==> src/rtl/sm2tc_operand_loader_pkg.sv <==
// Shared definitions for the sign-magnitude to two's-complement operand loader.
package sm2tc_operand_loader_pkg;

    localparam int unsigned WIDTH_DEF = 4;
    localparam int unsigned CNT_W_DEF = 8;

    typedef enum logic [1:0] {
        WAIT_A = 2'd0,
        WAIT_B = 2'd1,
        HOLD   = 2'd2
    } loader_state_e;

endpackage

==> src/rtl/sm2tc_operand_loader_conv.sv <==
// sm2tc_conv: combinational sign-magnitude to two's-complement conversion.
// Negative zero converts to 0 and is flagged on neg_zero.
module sm2tc_conv #(
    parameter int unsigned WIDTH = 4
) (
    input  logic [WIDTH-1:0] sm,
    output logic [WIDTH-1:0] tc,
    output logic             neg_zero
);

    logic [WIDTH-1:0] mag_ext;
    logic             mag_zero;

    always_comb begin
        mag_ext  = {1'b0, sm[WIDTH-2:0]};
        mag_zero = (sm[WIDTH-2:0] == '0);
        neg_zero = sm[WIDTH-1] & mag_zero;
        if (sm[WIDTH-1] && !mag_zero) begin
            tc = ~mag_ext + WIDTH'(1);
        end else begin
            tc = mag_ext;
        end
    end

endmodule

==> src/rtl/sm2tc_operand_loader.sv <==
// Loads two sign-magnitude operands, converts them to two's complement and holds the pair for an ALU.
// Optional macro NEG_ZERO_ERR_EN: reject negative zero with a one-cycle err pulse instead of normalizing it.
module sm2tc_operand_loader
    import sm2tc_operand_loader_pkg::*;
#(
    parameter int unsigned WIDTH = WIDTH_DEF,
    parameter int unsigned CNT_W = CNT_W_DEF
) (
    input  logic             clk,
    input  logic             rst,
    input  logic             in_valid,
    output logic             in_ready,
    input  logic [WIDTH-1:0] in_sm,
    output logic             out_valid,
    input  logic             out_ready,
    output logic [WIDTH-1:0] out_a,
    output logic [WIDTH-1:0] out_b,
    output logic             out_led,
    output logic [CNT_W-1:0] pair_cnt
`ifdef NEG_ZERO_ERR_EN
    ,
    output logic             err
`endif
);

    loader_state_e    state_q, state_d;
    logic [WIDTH-1:0] out_a_q, out_a_d;
    logic [WIDTH-1:0] out_b_q, out_b_d;
    logic [CNT_W-1:0] pair_cnt_q, pair_cnt_d;

    logic [WIDTH-1:0] tc;
    logic             neg_zero;
    logic             accept;
    logic             xfer;
    logic             reject;
    logic [WIDTH-1:0] store_val;

    sm2tc_conv #(
        .WIDTH (WIDTH)
    ) u_conv (
        .sm       (in_sm),
        .tc       (tc),
        .neg_zero (neg_zero)
    );

`ifdef NEG_ZERO_ERR_EN
    logic err_q, err_d;
    assign reject = neg_zero;
    assign err    = err_q;
`else
    assign reject = 1'b0;
`endif

    // Negative zero is already 0 from the converter; the explicit mux keeps the normalization visible.
    assign store_val = neg_zero ? '0 : tc;

    always_comb begin
        in_ready   = (state_q == WAIT_A) || (state_q == WAIT_B);
        out_valid  = (state_q == HOLD);
        accept     = in_valid & in_ready;
        xfer       = out_valid & out_ready;
        state_d    = state_q;
        out_a_d    = out_a_q;
        out_b_d    = out_b_q;
        pair_cnt_d = pair_cnt_q;
`ifdef NEG_ZERO_ERR_EN
        err_d      = accept & reject;
`endif
        unique case (state_q)
            WAIT_A: begin
                if (accept && !reject) begin
                    out_a_d = store_val;
                    state_d = WAIT_B;
                end
            end
            WAIT_B: begin
                if (accept && !reject) begin
                    out_b_d = store_val;
                    state_d = HOLD;
                end
            end
            HOLD: begin
                if (xfer) begin
                    pair_cnt_d = pair_cnt_q + CNT_W'(1);
                    state_d    = WAIT_A;
                end
            end
            default: state_d = WAIT_A;
        endcase
    end

    always_ff @(posedge clk or negedge rst) begin
        if (!rst) begin
            state_q    <= WAIT_A;
            out_a_q    <= '0;
            out_b_q    <= '0;
            pair_cnt_q <= '0;
        end else begin
            state_q    <= state_d;
            out_a_q    <= out_a_d;
            out_b_q    <= out_b_d;
            pair_cnt_q <= pair_cnt_d;
        end
    end

`ifdef NEG_ZERO_ERR_EN
    always_ff @(posedge clk or negedge rst) begin
        if (!rst) begin
            err_q <= 1'b0;
        end else begin
            err_q <= err_d;
        end
    end
`endif

    assign out_a    = out_a_q;
    assign out_b    = out_b_q;
    assign pair_cnt = pair_cnt_q;
    assign out_led  = out_valid & (out_a_q[WIDTH-1] | out_b_q[WIDTH-1]);

endmodule
==> config.mk <==
export PLATFORM = sky130hd
export DESIGN_NAME = sm2tc_operand_loader
export DESIGN_NICKNAME = d
export VERILOG_FILES = /design/src/rtl/sm2tc_operand_loader_pkg.sv /design/src/rtl/sm2tc_operand_loader_conv.sv /design/src/rtl/sm2tc_operand_loader.sv
export SDC_FILE = /design/constraint.sdc
export NUM_CORES = 1
export LEC_CHECK = 0
export CORE_MARGIN = 3
export CORE_UTILIZATION = 47
export DETAILED_ROUTE_END_ITERATION = 16
export PLACE_DENSITY = 0.87
export SYNTH_ARGS = -nofsm -noshare
export SYNTH_HDL_FRONTEND = slang
export SYNTH_SLANG_ARGS = --single-unit
==> constraint.sdc <==
create_clock -name clk -period 3.95 [get_ports clk]
set_input_delay 0.395 -clock clk [delete_from_list [all_inputs] [get_ports clk]]
set_output_delay 0.395 -clock clk [all_outputs]
set_load 0.02 [all_outputs]
Word-level counts from Yosys, hierarchy flattened
Cells that the tools add are included.

word-level totals
  flip-flop bits (word level) = 18
  input port bits = 8
  output and inout bits = 19
  logic and storage cells = 32

operators by class
  $add $sub $neg = 2
  eq/ne operators = 5
  multiplexer cells = 6
  bitwise logic cells = 6
  reduce and logical (&&, ||, !) cells = 9

operator list
  cell                   count
  $add A8 B1 Y8 const B  1
  $mux W4                2
  $mux W2                3
  $pmux W2 S3            1
  $reduce_and A2 Y1      3
  $add A4 B1 Y4 const B  1
  $and A1 B1 Y1          4
  $ne A2 B2 Y1 const B   2
  $not A3 Y4             1
  $logic_not A3 Y1       1
  $reduce_and A3 Y1      1
  $eq A2 B1 Y1 const B   1
  $eq A2 B2 Y1 const B   1
  $logic_not A2 Y1       1
  $ne A2 B1 Y1 const B   1
  $logic_and A1 B1 Y1    1
  $logic_not A1 Y1       1
  $logic_or A1 B1 Y1     1
  $or A1 B1 Y1           1

Longest topological paths before layout
  depth in word-level cells = 5
  depth in mapped cells = 6
  gate-level depth less buffers = 6

Hierarchy
Synthesis repeated with hierarchy kept, for this count alone.

second synthesis, totals
  cell total of the unflattened synthesis = 82
  area total of the unflattened synthesis = 890.9 um^2

modules (own cells, without submodules)
  module                times used  cells an instance  area each (um^2)
  sm2tc_operand_loader  1           71                 785.8
  sm2tc_conv            1           11                 105.1

Worst setup path after synthesis
No wires, ideal clock.

  path kind = input-to-reg
  start point = input in_sm[0]
  end point = register out_b_q[2] (netlist: out_b[2])
  setup time = 0.129 ns
  arrival time = 1.193 ns
  setup slack = 2.627 ns
  cell stages on the path = 6
  buffers on the path = 0
  path through = inv_1 > ha_1 > ha_1 > nand2_1 > a2bb2oi_1 > o21ai_0

between the ends
  cells in the longest elaborated chain, start to end = 5
  elaborated cells on any way between the ends = 8
  classes of those cells = add/sub: 1; mux: 2; bitwise: 2; reduce/logical: 3

RTL lines
  what                                                   line                         text
  start, declared                                        sm2tc_operand_loader.sv:13   input logic [WIDTH-1:0] in_sm,
  branches (longest 4 deep; another with $add A4 B1 Y4)  n/a
  $mux W4 (*)                                            sm2tc_operand_loader.sv:55   assign store_val = neg_zero ? '0 : tc;
  end signal, assigned                                   sm2tc_operand_loader.sv:101  out_b_q <= out_b_d;
  end, declared                                          sm2tc_operand_loader.sv:28   logic [WIDTH-1:0] out_b_q, out_b_d;

Every way passes the cells marked *.
A chain may end at the register's enable or synchronous reset.

Worst setup path after layout
  start point = register state_q[0]
  end point = output out_led

between the ends
  cells in the longest elaborated chain, start to end = 2

RTL lines
  what                    line                         text
  start, declared         sm2tc_operand_loader.sv:26   loader_state_e state_q, state_d;
  start signal, assigned  sm2tc_operand_loader.sv:99   state_q <= state_d;
  $eq A2 B2 Y1            sm2tc_operand_loader.sv:59   out_valid = (state_q == HOLD);
  $and A1 B1 Y1           sm2tc_operand_loader.sv:119  assign out_led = out_valid & (out_a_q[WIDTH-1] | out_b_q[WIDTH-1]);
  end, declared           sm2tc_operand_loader.sv:18   output logic out_led,

Every way passes these cells.

==> impl_metrics.json <==
{
  "wire_per_inst_um": 14.6,
  "hpwl_um": 1360,
  "max_cap_viol_count": 0,
  "path_clk_slew_ns": 0.11,
  "initial_core_util": 0.526,
  "vias": 625,
  "dpl.cell_count": 117,
  "top_usage_layer": "met2",
  "leakage_nw": 0.546,
  "gp_congestion": 0.716,
  "rsz0062_at_grt": "false",
  "post_drt_via_cell_ratio": 5.17,
  "portBuffers": 26,
  "synth_seq_cells": 18,
  "coreArea_um2": 1580,
  "clk_latency_ns": 0.30,
  "crit_type": "reg -> out",
  "crit_path_end_kind": "output port",
  "worstMarginPinSlew_ns": 0.772,
  "max-vdd-ir-drop_mv": 0.444,
  "post-route-period-util": 0.523,
  "outcome": "finished clean",
  "synth_edf_count": 0,
  "synth_area_um2": 830,
  "hold_violations": 0,
  "gr-usage-met3": 0.0301,
  "cts_sinks": 18,
  "syn_inst": 75,
  "clock.fmax_ghz": 0.484,
  "routed_wl_um": 1760,
  "async_reset_ff_frac": 1.00,
  "drt_iter0_markers": 7,
  "synth-main-ff-cell": "dfrtp_1",
  "grt_util_all_layers": 0.191,
  "p_per_area_nw_per_um2": 715,
  "synth_top_cell_by_area": "dfrtp_1",
  "synth-seq-area-share": 0.543,
  "arrival_ns": 1.67,
  "crit_path_start_kind": "register",
  "crit_start": "state_q[0]$_DFFE_PN0P_",
  "grt_max_degree": 19,
  "n_fill_cell": 117,
  "design_area_um2": 1150,
  "h-tree-depth": 1,
  "final_nets": 117,
  "die_x_um": 48.0,
  "synth_area_leaders": "dfrtp_1 (54%), xor2_1 (5.3%), ha_1 (4.5%)",
  "ios": 27,
  "min_path_type": "reg -> reg",
  "cts_root_buffer": "clkbuf_4",
  "die_h_um": 48.0,
  "syn-num-nets": 86,
  "clockBufferDepth": 2,
  "setup_viol": 0,
  "synth.avg_cell_area_um2": 11.1,
  "use_met2": 0.303,
  "crit_required_ns": 3.56,
  "fin_tns_setup_ns": 0,
  "slew_headroom": 0.484,
  "drt_pass1_iterations": 4,
  "drc_errors": 0,
  "fp-row-count": 14,
  "worstHoldStart": "pair_cnt[6]$_DFFE_PN0P_",
  "synth_cell_types": 22,
  "cts_buffers": 3,
  "path_max_fanout": 5,
  "fin_crit_ns": 2.07,
  "antenna_found_initial": 0,
  "drv_slew": 0,
  "grt_pass1_vias": 660,
  "die-area_um2": 2300,
  "fin_skew_ns": 0.00516,
  "place_area_um2": 1110,
  "yosysWarnings": 0,
  "postRouteAntennaNets": 0,
  "drive_above_1_share": 0.0952,
  "overflow": 0,
  "finalNonFillerCells": 121,
  "cts_tree": "built",
  "diodes": 0,
  "ctsHoldBuffers": 0,
  "synth_top_area_share": 0.543,
  "rr_startpoint": "state_q[1]$_DFFE_PN0P_",
  "met1_usage": 0.250,
  "cts_resized": 0,
  "postCtsSetupBuffers": 0,
  "grt_pass1_wl_um": 3030,
  "areaGrowthSynthToFinish_pct": 38.2
}
cell usage after synthesis, types with 2 or more instances:
cell type / instances
a21oi_1: 3
ha_1: 3
nor3_1: 2
nor2_1: 7
mux2_2: 3
xnor2_1: 3
nand2_1: 7
xor2_1: 5
dfrtp_1: 18
inv_1: 7
nand3_1: 3
o21ai_0: 4
kinds of logic after synthesis:
group,share of synthesized area
XOR/XNOR,0.0845
buffers and inverters,0.0317
adder cells (fa/ha/maj),0.0453
multiplexers,0.0528
flip-flops,0.543
AO/OA/AOI/OAI,0.0709
AND/OR/NAND/NOR,0.172
metal layers:
metal,vias to the layer above,part of all wire
li1,311,-
met1,289,0.41
met2,19,0.53
met3,6,0.036
met4,0,0.027
met5,-,0
critical path, cell delays in order, from the launching register on:
cell             delay (ns)
dfrtp_1                0.45
nand2b_1               0.22
nor2_1                 0.11
clkdlybuf4s50_1        0.60
layout make-up:
| class | count | area (µm²) | area share |
|---|---|---|---|
| inverter | 7 | 26.3 | 0.0229 |
| sequential | 18 | 450 | 0.393 |
| multi-input combinational | 50 | 353 | 0.308 |
| tap | 16 | 20.0 | 0.0175 |
| clock buffer | 4 | 36.3 | 0.0317 |
| timing repair buffer | 26 | 260 | 0.227 |
state kept, by name, summed over array words and instances, names as in the netlist:
name      count
out_a         4
pair_cnt      8
out_b         4
state_q       2
final timing paths:
check                                     endpoint  slack, ns  cells past startpoint
max                                        out_led       1.88                      3
min                        pair_cnt[6]$_DFFE_PN0P_       0.50                      1
max reg2reg                   out_a[0]$_DFFE_PN0P_       2.51                      2
min reg2reg                pair_cnt[6]$_DFFE_PN0P_       0.50                      1
max in group asynchronous     out_a[1]$_DFFE_PN0P_       2.93                      1
min in group asynchronous  pair_cnt[7]$_DFFE_PN0P_       0.54                      1
per-stage QoR:
step	hold slack (ns)	total power [mW]	util	worst slack [ns]
after detailed placement	0.490	0.710	0.704	2.00
final	0.505	0.820	0.727	1.88
after CTS	0.507	0.826	0.727	1.87
after global placement	0.459	0.694	0.704	2.10
after global routing	0.527	0.876	0.727	1.77
after floorplan	0.0994	0.517	-	2.63
power breakdown:
group          total (mW)  internal (mW)  switching (mW)  leakage [nW]
clock               0.115         0.0562          0.0585        0.0210
sequential          0.323          0.254          0.0691         0.228
combinational       0.382          0.193           0.190         0.297
total               0.820          0.502           0.317         0.546
cell usage in the layout, fill, tap and decap left out, drive strengths merged:
cell type and n:
ha 3, nor4 1, clkdlybuf4s50 26, nand3 3
o21ai 4, a22oi 1, nor3 2, a2bb2oi 1
nand2b 1, clkbuf 4, mux2i 1, xnor2 3
a21oi 3, nor2 7, dfrtp 18, xor2 5
nand2 7, inv 7, mux2 3, nor3b 1
o31ai 1, nor2b 1, nand3b 2
No activity file was read; power rests on OpenSTA's default activity.
